==> config.mk <==
export PLATFORM = sky130hd
export DESIGN_NAME = nn_layer_engine_flat
export DESIGN_NICKNAME = d
export VERILOG_FILES = /design/src/rtl/nn_layer_engine_if.sv /design/src/rtl/nn_layer_engine.sv /design/src/flat_wrapper.sv
export SDC_FILE = /design/constraint.sdc
export NUM_CORES = 2
export LEC_CHECK = 0
export CAP_MARGIN = 20
export CORE_AREA = 4 4 395 397
export CTS_CLUSTER_SIZE = 16
export DETAILED_ROUTE_END_ITERATION = 10
export DIE_AREA = 0 0 399 401
export PLACE_DENSITY_LB_ADDON = 0.15
export SLEW_MARGIN = 30
export SYNTH_ARGS = -nofsm -noshare
export SYNTH_HDL_FRONTEND = slang
export SYNTH_SLANG_ARGS = --single-unit
==> constraint.sdc <==
create_clock -name clk -period 14.75 [get_ports clk]
set_input_delay 2.95 -clock clk [delete_from_list [all_inputs] [get_ports clk]]
set_output_delay 2.95 -clock clk [all_outputs]
set_load 0.005 [all_outputs]
==> src/rtl/nn_layer_engine_if.sv <==
// rtl/nn_layer_engine_if.sv - command, operand and result bundle for nn_layer_engine
interface nn_layer_engine_if #(
    parameter int DATA_W  = 16,
    parameter int IN_NUM  = 3,
    parameter int HID_NUM = 3,
    parameter int OUT_NUM = 10
);
    logic                                start;
    logic [1:0]                          mode;
    logic [DATA_W*IN_NUM-1:0]            in_vec;
    logic [DATA_W*IN_NUM*HID_NUM-1:0]    w_first;
    logic [DATA_W*HID_NUM*HID_NUM-1:0]   w_middle;
    logic [DATA_W*HID_NUM*OUT_NUM-1:0]   w_last;
    logic                                ready;
    logic                                done;
    logic                                err;
    logic                                hid_valid;
    logic [DATA_W*HID_NUM-1:0]           hid_vec;
    logic [DATA_W*OUT_NUM-1:0]           out_vec;

    modport master (
        output start, mode, in_vec, w_first, w_middle, w_last,
        input  ready, done, err, hid_valid, hid_vec, out_vec
    );

    modport slave (
        input  start, mode, in_vec, w_first, w_middle, w_last,
        output ready, done, err, hid_valid, hid_vec, out_vec
    );
endinterface

==> src/rtl/nn_layer_engine.sv <==
// rtl/nn_layer_engine.sv - single-MAC fully-connected layer engine with hidden-vector chaining
// Define NN_RELU_EN to rectify first/middle layer results.
module nn_layer_engine #(
    parameter int DATA_W  = 16,
    parameter int FRAC_W  = 8,
    parameter int ACC_W   = 40,
    parameter int IN_NUM  = 3,
    parameter int HID_NUM = 3,
    parameter int OUT_NUM = 10
) (
    input  logic             clk,
    input  logic             reset,
    nn_layer_engine_if.slave bus
);
    localparam int MAX_IO  = (IN_NUM > HID_NUM) ? IN_NUM : HID_NUM;
    localparam int MAX_NUM = (MAX_IO > OUT_NUM) ? MAX_IO : OUT_NUM;
    localparam int STG_NUM = (HID_NUM > OUT_NUM) ? HID_NUM : OUT_NUM;
    localparam int CNT_W   = $clog2(MAX_NUM + 1);

    localparam logic signed [ACC_W-1:0] SAT_MAX = {{(ACC_W-DATA_W+1){1'b0}}, {(DATA_W-1){1'b1}}};
    localparam logic signed [ACC_W-1:0] SAT_MIN = {{(ACC_W-DATA_W+1){1'b1}}, {(DATA_W-1){1'b0}}};

    typedef enum logic [1:0] {S_IDLE, S_MAC, S_WRITE, S_DONE} state_t;
    typedef enum logic [1:0] {M_FIRST = 2'd0, M_MIDDLE = 2'd1, M_LAST = 2'd2, M_RSVD = 2'd3} mode_t;

    state_t                      state;
    state_t                      state_nxt;
    mode_t                       mode_q;
    logic [CNT_W-1:0]            i_q;
    logic [CNT_W-1:0]            j_q;
    logic signed [ACC_W-1:0]     acc;
    logic [DATA_W*HID_NUM-1:0]   hid_q;
    logic [DATA_W*OUT_NUM-1:0]   out_q;
    logic [DATA_W*STG_NUM-1:0]   stage;
    logic                        hid_valid_q;
    logic                        done_q;
    logic                        err_q;

    logic                        legal;
    logic                        accept;
    logic                        reject;
    logic [CNT_W-1:0]            i_last;
    logic [CNT_W-1:0]            j_last;
    logic signed [DATA_W-1:0]    x_sel;
    logic signed [DATA_W-1:0]    w_sel;
    logic signed [2*DATA_W-1:0]  prod;
    logic signed [ACC_W-1:0]     prod_ext;
    logic signed [ACC_W-1:0]     shifted;
    logic signed [DATA_W-1:0]    res;

    assign legal = (bus.mode == 2'd0)
                || (((bus.mode == 2'd1) || (bus.mode == 2'd2)) && hid_valid_q);

    always_comb begin
        i_last = (mode_q == M_FIRST) ? CNT_W'(IN_NUM - 1) : CNT_W'(HID_NUM - 1);
        j_last = (mode_q == M_LAST)  ? CNT_W'(OUT_NUM - 1) : CNT_W'(HID_NUM - 1);
    end

    // Operand fetch: x(i) from the input port or the committed hidden register, w(j,i) by layer.
    always_comb begin
        x_sel = '0;
        w_sel = '0;
        if (mode_q == M_FIRST) begin
            x_sel = bus.in_vec[int'(i_q)*DATA_W +: DATA_W];
        end else begin
            x_sel = hid_q[int'(i_q)*DATA_W +: DATA_W];
        end
        case (mode_q)
            M_FIRST:  w_sel = bus.w_first[(int'(j_q) + HID_NUM*int'(i_q))*DATA_W +: DATA_W];
            M_MIDDLE: w_sel = bus.w_middle[(int'(j_q) + HID_NUM*int'(i_q))*DATA_W +: DATA_W];
            default:  w_sel = bus.w_last[(int'(j_q) + OUT_NUM*int'(i_q))*DATA_W +: DATA_W];
        endcase
    end

    assign prod     = x_sel * w_sel;
    assign prod_ext = {{(ACC_W-2*DATA_W){prod[2*DATA_W-1]}}, prod};
    assign shifted  = acc >>> FRAC_W;

    always_comb begin
        res = shifted[DATA_W-1:0];
        if (shifted > SAT_MAX) begin
            res = SAT_MAX[DATA_W-1:0];
        end else if (shifted < SAT_MIN) begin
            res = SAT_MIN[DATA_W-1:0];
        end
`ifdef NN_RELU_EN
        if ((mode_q != M_LAST) && res[DATA_W-1]) begin
            res = '0;
        end
`endif
    end

    always_ff @(posedge clk) begin
        if (reset) begin
            state <= S_IDLE;
        end else begin
            state <= state_nxt;
        end
    end

    always_comb begin
        state_nxt = state;
        accept    = 1'b0;
        reject    = 1'b0;
        case (state)
            S_IDLE: begin
                if (bus.start) begin
                    if (legal) begin
                        accept    = 1'b1;
                        state_nxt = S_MAC;
                    end else begin
                        reject = 1'b1;
                    end
                end
            end
            S_MAC:   if (i_q == i_last) state_nxt = S_WRITE;
            S_WRITE: state_nxt = (j_q == j_last) ? S_DONE : S_MAC;
            S_DONE:  state_nxt = S_IDLE;
            default: state_nxt = S_IDLE;
        endcase
    end

    // Results land in the staging buffer; hid_q/out_q only change on the DONE edge.
    always_ff @(posedge clk) begin
        if (reset) begin
            mode_q      <= M_FIRST;
            i_q         <= '0;
            j_q         <= '0;
            acc         <= '0;
            hid_q       <= '0;
            out_q       <= '0;
            stage       <= '0;
            hid_valid_q <= 1'b0;
            done_q      <= 1'b0;
            err_q       <= 1'b0;
        end else begin
            done_q <= 1'b0;
            err_q  <= reject;
            case (state)
                S_IDLE: begin
                    if (accept) begin
                        mode_q <= mode_t'(bus.mode);
                        i_q    <= '0;
                        j_q    <= '0;
                        acc    <= '0;
                    end
                end
                S_MAC: begin
                    acc <= acc + prod_ext;
                    i_q <= i_q + CNT_W'(1);
                end
                S_WRITE: begin
                    stage[int'(j_q)*DATA_W +: DATA_W] <= res;
                    acc <= '0;
                    i_q <= '0;
                    if (j_q != j_last) begin
                        j_q <= j_q + CNT_W'(1);
                    end
                end
                S_DONE: begin
                    done_q <= 1'b1;
                    if (mode_q == M_LAST) begin
                        out_q <= stage[DATA_W*OUT_NUM-1:0];
                    end else begin
                        hid_q       <= stage[DATA_W*HID_NUM-1:0];
                        hid_valid_q <= 1'b1;
                    end
                end
                default: ;
            endcase
        end
    end

    assign bus.ready     = (state == S_IDLE);
    assign bus.done      = done_q;
    assign bus.err       = err_q;
    assign bus.hid_valid = hid_valid_q;
    assign bus.hid_vec   = hid_q;
    assign bus.out_vec   = out_q;
endmodule

==> src/flat_wrapper.sv <==
// flat-port wrapper written by rule: the top's interface ports become plain ports
module nn_layer_engine_flat 
#(
    parameter int DATA_W  = 16,
    parameter int FRAC_W  = 8,
    parameter int ACC_W   = 40,
    parameter int IN_NUM  = 3,
    parameter int HID_NUM = 3,
    parameter int OUT_NUM = 10
)
  (clk, reset, bus_start, bus_mode, bus_in_vec, bus_w_first, bus_w_middle, bus_w_last, bus_ready, bus_done, bus_err, bus_hid_valid, bus_hid_vec, bus_out_vec);
  nn_layer_engine_if #(.DATA_W(DATA_W), .IN_NUM(IN_NUM), .HID_NUM(HID_NUM), .OUT_NUM(OUT_NUM)) bus_i ();
  input  logic clk;
  input  logic reset;
  input wire logic [$bits(bus_i.start)-1:0] bus_start;
  input wire logic [$bits(bus_i.mode)-1:0] bus_mode;
  input wire logic [$bits(bus_i.in_vec)-1:0] bus_in_vec;
  input wire logic [$bits(bus_i.w_first)-1:0] bus_w_first;
  input wire logic [$bits(bus_i.w_middle)-1:0] bus_w_middle;
  input wire logic [$bits(bus_i.w_last)-1:0] bus_w_last;
  output wire logic [$bits(bus_i.ready)-1:0] bus_ready;
  output wire logic [$bits(bus_i.done)-1:0] bus_done;
  output wire logic [$bits(bus_i.err)-1:0] bus_err;
  output wire logic [$bits(bus_i.hid_valid)-1:0] bus_hid_valid;
  output wire logic [$bits(bus_i.hid_vec)-1:0] bus_hid_vec;
  output wire logic [$bits(bus_i.out_vec)-1:0] bus_out_vec;
  assign bus_i.start = bus_start;
  assign bus_i.mode = bus_mode;
  assign bus_i.in_vec = bus_in_vec;
  assign bus_i.w_first = bus_w_first;
  assign bus_i.w_middle = bus_w_middle;
  assign bus_i.w_last = bus_w_last;
  assign bus_ready = bus_i.ready;
  assign bus_done = bus_i.done;
  assign bus_err = bus_i.err;
  assign bus_hid_valid = bus_i.hid_valid;
  assign bus_hid_vec = bus_i.hid_vec;
  assign bus_out_vec = bus_i.out_vec;
  nn_layer_engine #(.DATA_W(DATA_W), .FRAC_W(FRAC_W), .ACC_W(ACC_W), .IN_NUM(IN_NUM), .HID_NUM(HID_NUM), .OUT_NUM(OUT_NUM)) u_core (.clk(clk), .reset(reset), .bus(bus_i));
endmodule
==> impl_metrics.ini <==
[timing]
final_hold_viol_count = 0
post-route-period-util_pct = 79.7
setup_tns_ns = 0
setup_viol = 0
finalClockSkew_ns = 0.0352
tightest_slew_ns = 1.14
fin_crit_ns = 11.75
rsz0062_at_grt = no
fin_ws_ns = 3.00
max_freq_ghz = 0.0851
slew_headroom_pct = 23.6
slew_viol_final = 0
whs_ns = 0.445

[worst_setup_path]
crit_top_cell = fa_1
cp.depth = 26
ff2ff_setup_slack_ns = 3.34
crit_type = in -> reg
r2r-start = u_core.i_q[1]
crit_required_ns = 15.25
slowest_delay_ns = 0.74
arrival_ns = 12.25
cp.buffers_inverters = 4
crit_start = bus_w_last[115]
end_kind = flop
reg2reg_depth = 29
start_kind = input port
cp_slowest_cell = a21oi_2
crit_family = adder cells
critPathMaxFanout = 16

[global_routing]
grt.busiest_layer = met2
grt_max_degree = 180
grtUsageMet2_pct = 43.7
met1_usage_pct = 37.4
grt_pass1_vias = 34000
grt_pass1_wl_mm = 300
grtUsageMet3_pct = 6.51
antenna_found_initial = 87
overflow = 0
grt_usage_pct = 27.3

[yosys]
netlist_area_um2 = 35200
synth.largest_area_cell = dfxtp_1
ys_warn_count = 0
async_reset_ff_share_pct = 0
synth_common_cells = nand2_1, dfxtp_1, inv_1, a21oi_1, fa_1
postSynthAreaPerCell_um2 = 9.04
syn_nets = 5188
yosysSeqAreaShare_pct = 24.1
yosysUniqueCellTypes = 74
synth-edff-count = 0
ys_seq_elements = 423
ys_top_cells_by_area = dfxtp_1, fa_1, mux4_2
synthCells = 3891
synth_top_area_share_pct = 24.1
yosysMostFrequentCell = nand2_1
ys.flop_type = dfxtp_1

[cells_and_area]
final_net_count = 6078
post-route-util_pct = 32.3
area_growth_pct = 39.7
drive_above_1_share_pct = 8.86
fill_cells = 16000

[cts]
clk_latency_ns = 0.61
cts_root_buf = clkbuf_16
post-cts-setup-buffers = 0
clock_sinks = 423
cts_tree = yes
clk_pin_slew_ns = 0.06
numCtsBuffers = 46
htree_levels = 2
holdBufCountCts = 0
postCtsResizedCells = 0
clk_path_buf_depth = 3

[place]
place_congestion = 0.992
dp_slack_ns = 2.48
port_buffers = 1032
dpl.hpwl_mm = 190

[route]
drt_iter0_drc = 3353
drc = 0
viasPerCell = 4.89
drtPass1Iterations = 6
ant_nets = 0
num_vias = 33600
routedWlPerCell_um = 32.7
drt-total-wl_mm = 225

[flow_run]
drv_cap = 0

[outcome]
status = finished clean

[floorplanning]
initial_utilization_pct = 23.1
placementRows = 143
dieArea_um2 = 160000
die_width_um = 399
fp.dieH_um = 401
io_pins = 1033
core_um2 = 152000

[min_path]
min-delay-path-class = reg -> reg
hold_start = u_core.stage[143]
min_path_cells = 2
## logic make-up (layout without fill, tap and decap cells)
group,after synthesis,count (layout),synth area share (%)
XOR/XNOR,51,51,1.35
multiplexers,324,324,15.5
AO/OA/AOI/OAI,698,698,12.2
other,0,21,0
flip-flops,423,423,24.1
AND/OR/NAND/NOR,1263,1263,15.0
buffers and inverters,656,1584,7.71
adder cells (fa/ha/maj),476,476,24.1
## state kept, by name (all words and copies together) (netlist names)
| register | count |
|---|---|
| u_core.bus.out_vec | 160 |
| u_core.j_q | 4 |
| u_core.bus.hid_vec | 48 |
| u_core.acc | 40 |
| u_core.bus.hid_valid | 1 |
| u_core.bus.done | 1 |
| u_core.mode_q | 2 |
| u_core.state | 2 |
| u_core.bus.err | 1 |
| u_core.i_q | 4 |
| u_core.stage | 160 |
## cell usage in the layout (no fill, tap or decap), types with 10 or more instances in the layout
cell / Yosys / final
xnor2_1: 31 / 28
clkbuf_16: 0 / 47
a21o_1: 26 / 26
a21boi_0: 16 / 16
inv_1: 404 / 404
a22o_1: 12 / 12
mux2i_1: 131 / 131
o32ai_1: 15 / 15
nor2b_1: 20 / 17
mux4_2: 176 / 176
a21oi_2: 13 / 19
nor2_1: 316 / 313
clkinv_2: 0 / 11
or2_2: 44 / 43
o221ai_1: 34 / 34
clkbuf_1: 177 / 10
buf_4: 29 / 53
nand2b_1: 68 / 68
a22oi_1: 28 / 28
o21ai_0: 49 / 49
nand3_1: 27 / 27
diode_2: 0 / 21
dfxtp_1: 423 / 421
mux2_2: 17 / 17
a211oi_1: 50 / 50
xor2_1: 18 / 17
o22ai_1: 15 / 15
and2_1: 11 / 10
ha_1: 141 / 139
a21oi_1: 389 / 381
fa_1: 335 / 334
clkdlybuf4s50_1: 0 / 1031
nand2_1: 730 / 729
## layout make-up
| class | instances | area (um2) | area share [%] |
|---|---|---|---|
| antenna | 21 | 52.6 | 0.107 |
| clock buffer | 63 | 1300 | 2.64 |
| clock inverter | 23 | 214 | 0.436 |
| inverter | 406 | 1520 | 3.10 |
| multi-input combinational | 2812 | 24200 | 49.2 |
| sequential | 423 | 8470 | 17.3 |
| tap | 2030 | 2540 | 5.17 |
| timing repair buffer | 1092 | 10800 | 22.1 |
## worst register-to-register path, delay by kind of cell, from the launching register on
kind                     cells  cell delay [ns]
AO/OA/AOI/OAI                9             3.41
XOR/XNOR                     1             0.17
adder cells (fa/ha/maj)      9             4.50
buffers and inverters        5             1.24
flip-flops                   1             0.33
AND/OR/NAND/NOR              5             1.62
## worst paths after layout
| path | end |
|---|---|
| max | u_core.acc[35] |
| min | u_core.bus.out_vec[143] |
| max reg2reg | u_core.acc[35] |
| min reg2reg | u_core.bus.out_vec[143] |
## through the flow
| stage | area, um2 | instances |
|---|---|---|
| 3_3_place_gp | 47500 | 6763 |
| 6_report | 49100 | 6870 |
| 3_5_place_dp | 47500 | 6763 |
| 5_1_grt | 49100 | 6857 |
| 4_1_cts | 49000 | 6849 |
| 2_1_floorplan | 35200 | 3891 |
## metal layers
layer	wire [um]	share of wire (%)
met1	98000	44
met2	101000	45
met3	18800	8.4
met4	7130	3.2
met5	232	0.10
Power is not shown: default switching activity piles up to over one toggle a cycle in this logic, so the estimate is an artifact.
